$ cat src/rtl/prom_loader.sv
// Program ROM writer for cpu15: assembles 15-bit words from a host byte stream
// into a 256 x 15 memory and holds the core in reset until an image loads cleanly.
module prom_loader #(
    parameter int unsigned ADDR_W = 8,
    parameter int unsigned WORD_W = 15
) (
    input  logic              CLK,
    input  logic              RESET_N,
    input  logic              LOAD_START,
    input  logic [7:0]        RX_DATA,
    input  logic              RX_VALID,
    output logic              RX_READY,
    input  logic [ADDR_W-1:0] P_COUNT,
    output logic [WORD_W-1:0] PROM_OUT,
    output logic              CPU_RESET_N,
    output logic              LOAD_BUSY,
    output logic              LOAD_ERR,
    output logic [ADDR_W:0]   LOAD_COUNT
);

    localparam int unsigned DEPTH = 1 << ADDR_W;
    localparam int unsigned CNT_W = ADDR_W + 1;
    localparam int unsigned HI_W  = WORD_W - 8;

    typedef enum logic [1:0] {
        IDLE = 2'd0,
        LEN  = 2'd1,
        HI   = 2'd2,
        LO   = 2'd3
    } state_t;

    state_t            state, state_n;
    logic [ADDR_W-1:0] ptr, ptr_n;
    logic [CNT_W-1:0]  target, target_n;
    logic [CNT_W-1:0]  count_n;
    logic [HI_W-1:0]   hi_q, hi_n;
    logic              busy_n, err_n, cpu_n, ready_n;
    logic              xfer, wr_en;

    logic [WORD_W-1:0] mem [DEPTH];

    assign xfer = RX_VALID && RX_READY;

    // Next-state and register-update logic
    always_comb begin
        state_n  = state;
        ptr_n    = ptr;
        target_n = target;
        count_n  = LOAD_COUNT;
        hi_n     = hi_q;
        busy_n   = LOAD_BUSY;
        err_n    = LOAD_ERR;
        cpu_n    = CPU_RESET_N;
        wr_en    = 1'b0;

        case (state)
            IDLE: begin
                if (LOAD_START) begin
                    state_n = LEN;
                    busy_n  = 1'b1;
                    cpu_n   = 1'b0;
                    err_n   = 1'b0;
                    count_n = '0;
                    ptr_n   = '0;
                end
            end
            LEN: begin
                if (xfer) begin
                    // A zero length byte encodes a full-depth image
                    target_n = (RX_DATA == 8'd0) ? CNT_W'(DEPTH) : CNT_W'(RX_DATA);
                    state_n  = HI;
                end
            end
            HI: begin
                if (xfer) begin
                    if (RX_DATA[7]) begin
                        err_n   = 1'b1;
                        busy_n  = 1'b0;
                        cpu_n   = 1'b0;
                        state_n = IDLE;
                    end else begin
                        hi_n    = RX_DATA[HI_W-1:0];
                        state_n = LO;
                    end
                end
            end
            LO: begin
                if (xfer) begin
                    wr_en   = 1'b1;
                    ptr_n   = ptr + ADDR_W'(1);
                    count_n = LOAD_COUNT + CNT_W'(1);
                    if (count_n < target) begin
                        state_n = HI;
                    end else begin
                        state_n = IDLE;
                        busy_n  = 1'b0;
                        cpu_n   = 1'b1;
                    end
                end
            end
            default: state_n = IDLE;
        endcase

        ready_n = (state_n != IDLE);
    end

    always_ff @(posedge CLK or negedge RESET_N) begin
        if (!RESET_N) begin
            state       <= IDLE;
            ptr         <= '0;
            target      <= '0;
            hi_q        <= '0;
            LOAD_COUNT  <= '0;
            LOAD_BUSY   <= 1'b0;
            LOAD_ERR    <= 1'b0;
            CPU_RESET_N <= 1'b0;
            RX_READY    <= 1'b0;
        end else begin
            state       <= state_n;
            ptr         <= ptr_n;
            target      <= target_n;
            hi_q        <= hi_n;
            LOAD_COUNT  <= count_n;
            LOAD_BUSY   <= busy_n;
            LOAD_ERR    <= err_n;
            CPU_RESET_N <= cpu_n;
            RX_READY    <= ready_n;
        end
    end

    // Memory array is deliberately not reset
    always_ff @(posedge CLK) begin
        if (wr_en) begin
            mem[ptr] <= {hi_q, RX_DATA};
        end
    end

    // Fetch port is blanked while loading, so it never collides with a write
    always_ff @(posedge CLK or negedge RESET_N) begin
        if (!RESET_N) begin
            PROM_OUT <= '0;
        end else if (LOAD_BUSY) begin
            PROM_OUT <= '0;
        end else begin
            PROM_OUT <= mem[P_COUNT];
        end
    end

endmodule

$ cat config.mk
export PLATFORM = sky130hd
export DESIGN_NAME = prom_loader
export DESIGN_NICKNAME = d
export VERILOG_FILES = /design/src/rtl/prom_loader.sv
export SDC_FILE = /design/constraint.sdc
export NUM_CORES = 2
export LEC_CHECK = 0
export BUFFER_PORTS_ARGS = -buffer_cell sky130_fd_sc_hd__buf_2
export CORE_UTILIZATION = 59
export CTS_BUF_LIST = sky130_fd_sc_hd__clkbuf_8
export CTS_CLUSTER_DIAMETER = 60
export DETAILED_ROUTE_END_ITERATION = 10
export HOLD_SLACK_MARGIN = 0.05
export PLACE_DENSITY = 0.77
export SYNTH_ARGS = -nofsm -noshare
export SYNTH_HDL_FRONTEND = slang
export SYNTH_SLANG_ARGS = --single-unit
$ cat constraint.sdc
create_clock -name CLK -period 4.3 [get_ports CLK]
set_input_delay 0.645 -clock CLK [delete_from_list [all_inputs] [get_ports CLK]]
set_output_delay 0.645 -clock CLK [all_outputs]
set_load 0.05 [all_outputs]
==> flow_summary.json <==
{
  "grt_overflow": 0,
  "gr-usage-met3_pct": 8.02,
  "multi_input_comb_area_mm2": 0.0303,
  "cts_inserted_buffers": 609,
  "synth.ff_latch_count": 3894,
  "finalMaxSlewViolations": 1,
  "worst_slew_pin_slew_ns": 1.49,
  "timing.setup.critical_path_class": "flop to flop",
  "die_w_um": 505,
  "globalRoute.busiestLayer": "met2",
  "boundaryPins": 48,
  "clkSinkCount": 3894,
  "number_of_core_rows": 184,
  "ys_warn_count": 0,
  "setup.worst_path.start_class": "flop",
  "cts_post_setup_buffers_inserted": 0,
  "dp.final_hpwl_um": 228000,
  "yosysSeqAreaShare_pct": 78.3,
  "max_cap_viol_count": 1,
  "drt_first_pass_iters": 6,
  "number_of_antenna_violations_at_the_first_check_in_global_routing": 27,
  "ys_types": 61,
  "syn-instance-count": 6933,
  "cts.clk_slew.worst_paths_ns": 0.06,
  "critPathCaptureType": "flop",
  "final_critical_path_setup_slack_ns": 0.599,
  "final_number_of_setup_violating_endpoints": 0,
  "core-area_mm2": 0.251,
  "critPathSlowestCell": "a211oi_1",
  "worst-endpoint-required_ns": 5.30,
  "grt_max_degree": 166,
  "wl_per_cell_um": 32.7,
  "floorplan.initialDensity_pct": 59.3,
  "finalWirelength_um": 378000,
  "final_layout_size_suffix_gt1_share_pct": 27.4,
  "nets": 7801,
  "clock_tree.htree_level_count": 6,
  "power.leakage_nw": 54.4,
  "reg_area_mm2": 0.117,
  "die_h_um": 505,
  "mappedNetlistNets": 6966,
  "power_per_cell_area_mw_per_mm2": 480,
  "synth_ff_type": "edfxtp_1",
  "detail_route.vias_per_cell": 6.68,
  "critical_path_arrival_ns": 4.70,
  "route.detailed.drc": 0,
  "critical_path_cell_by_cell": "nor3b_1 -> buf_4 -> and2_1 -> a22oi_1 -> a211oi_1 -> nand3_1 -> nand4_1",
  "area.growth.synth_to_final_pct": 12.5,
  "fmax_mhz": 270,
  "grt_pass1_wl_um": 540000,
  "relSlewSlack_pct": -0.171,
  "hold_path_class": "input pin to asynchronous set/reset pin",
  "grt_pass1_vias": 77000,
  "rsz0062_at_grt": "false",
  "design.die.area_mm2": 0.255,
  "route.antenna.remaining_nets": 0,
  "final.setup_skew_ns": 0.0675,
  "cts_tree": "built",
  "status": "finished with violations",
  "worst_path_largest_cell_delay_ns": 1.25,
  "mappedNetlistArea_mm2": 0.149,
  "hold_viol_final": 0,
  "groute.layer.met1.usage_pct": 40.8,
  "failed_checks": "capacitance limit, slew limit",
  "cts_root_buffer": "clkbuf_8",
  "critical_path_peak_fanout": 14,
  "vdd_drop_max_uv": 1650,
  "final_cells": 11600,
  "worst_skew_pair.late_latency_ns": 1.11,
  "gpl.final_weighted_congestion": 0.903,
  "tns_ns": 0,
  "worst_hold_slack_ns": 0.148,
  "power.total_mw": 80.5,
  "place_worst_setup_slack_ns": 0.0770,
  "drtIter0Drc": 11500,
  "clockBufferDepth": 4,
  "fillerInstances": 15000,
  "cts_resized": 0,
  "port_buffers": 47,
  "number_of_enable_flip_flop_cells_after_synthesis": 3840,
  "globalRouteMet2Util_pct": 45.1,
  "post-place-cells": 10500,
  "grt_util_all_layers_pct": 29.7,
  "period_needed_ns": 3.70,
  "vias": 77200,
  "synthArstFlopShare_pct": 1.39,
  "period_share_pct": 86.1,
  "postSynthAreaPerCell_um2": 21.5
}
-- placed cells by master (no fill, tap or decap), types with 15 or more instances in the layout --
master    instances
a211oi_1         15
a21oi_1          71
a22oi_1          49
buf_12           56
buf_2            35
buf_4           530
clkbuf_8        630
clkinv_1        135
clkinv_2         40
dfrtp_1          47
diode_2          19
edfxtp_1       3840
inv_1           204
mux2_2           52
mux2i_1         362
mux4_2          804
nand2_1         141
nand3_1          62
nand4_1          35
nor2_1          336
nor3_1           28
o21ai_0         206
o221ai_1        134
o22a_1           34
o22ai_1         145
-- synth_stat cells, types with 4 or more instances --
cell type,count,area (um2)
mux4_2,804,18100
mux2_2,52,586
xor2_1,7,61.3
nor3_1,30,150
o22ai_1,145,907
and3_1,7,43.8
xnor2_1,5,43.8
o221ai_1,134,1170
a221oi_1,4,35.0
nor4_1,8,50.1
buf_2,89,445
clkbuf_1,213,800
o32ai_1,4,35.0
buf_4,76,571
nor2_1,338,1270
a221o_1,4,40.0
edfxtp_1,3840,115000
mux4_1,7,184
dfrtp_1,54,1350
inv_1,14,52.6
a22oi_1,49,368
buf_6,10,113
mux2i_1,362,3620
o22a_1,34,298
buf_1,24,90.1
o21ai_0,206,1030
o211ai_1,5,37.5
a21oi_1,71,355
nor2b_1,12,75.1
nand2_1,143,537
a211oi_1,16,120
nand3_1,71,355
nand4_1,35,219
ha_1,13,163
or3_1,6,37.5
-- per-layer routing --
metal | up-vias | wire length (um) | part of all wire (%)
met5 | - | 183 | 0.048
met4 | 26 | 17600 | 4.7
met3 | 873 | 49700 | 13
met2 | 5570 | 178000 | 47
met1 | 39900 | 133000 | 35
li1 | 30800 | - | -
-- power by group --
group          leakage, nW  switching [mW]  internal, mW
Sequential            35.3           0.869          44.5
Combinational         13.0            5.25          1.74
Clock                 6.17            13.8          14.3
-- metrics by stage --
step	area [um2]	util [%]
3_5_place_dp	157000	62.4
4_1_cts	168000	66.7
2_1_floorplan	149000	-
6_report	168000	66.7
5_1_grt	168000	66.7
3_3_place_gp	157000	62.4
-- registers in the layout, summed over array words and instances (netlist names), 2 cells and up --
| register | cells |
|---|---|
| hi_q | 7 |
| ptr | 8 |
| mem | 3840 |
| LOAD_COUNT | 9 |
| PROM_OUT | 15 |
| state | 2 |
| target | 9 |
-- layout make-up --
class                      count  share of cell area, %
clock buffer                 629                   5.17
tap                         3348                   2.50
antenna                       19                 0.0284
timing repair buffer         639                   3.28
clock inverter               409                   1.24
inverter                      14                 0.0314
sequential                  3894                   69.6
multi-input combinational   2610                   18.1
-- critical path: cells and delay by family (launching register included) --
kind,cells,cell delay (ns)
AO/OA/AOI/OAI,2,1.49
AND/OR/NAND/NOR,4,1.43
flip-flops,1,0.48
buffers and inverters,1,0.20
-- worst paths after layout --
check,startpoint,endpoint,slack (ns),cells past startpoint
max reg2reg,LOAD_BUSY$_DFFE_PN0P_,PROM_OUT[8]$_DFF_PN0_,0.60,7
max,LOAD_BUSY$_DFFE_PN0P_,PROM_OUT[8]$_DFF_PN0_,0.60,7
min reg2reg,target[0]$_DFFE_PN0P_,target[0]$_DFFE_PN0P_,0.51,1
max in group asynchronous,RESET_N,PROM_OUT[13]$_DFF_PN0_,3.06,3
min,RESET_N,ptr[0]$_DFFE_PN0P_,0.15,2
min in group CLK,RX_DATA[2],mem[44][2]$_DFFE_PP_,0.15,1
-- logic make-up (layout without fill, tap and decap cells) --
logic type,Yosys count,after routing,share of synthesized area [%]
buffers and inverters,429,1691,1.42
AOI/OAI and AO/OA,686,686,3.03
and+or+nand+nor,674,674,1.96
adders and majority gates,13,13,0.109
DFF,3894,3894,78.3
xor gates and xnor gates,12,12,0.0705
other,0,19,0
muxes,1225,1225,15.1
-- timing repair --
action	4_1_cts	5_1_grt
setup endpoints to repair	0	0
hold buffers	8	0
hold endpoints to repair	114	0
Power figures use the tool's default switching activity.
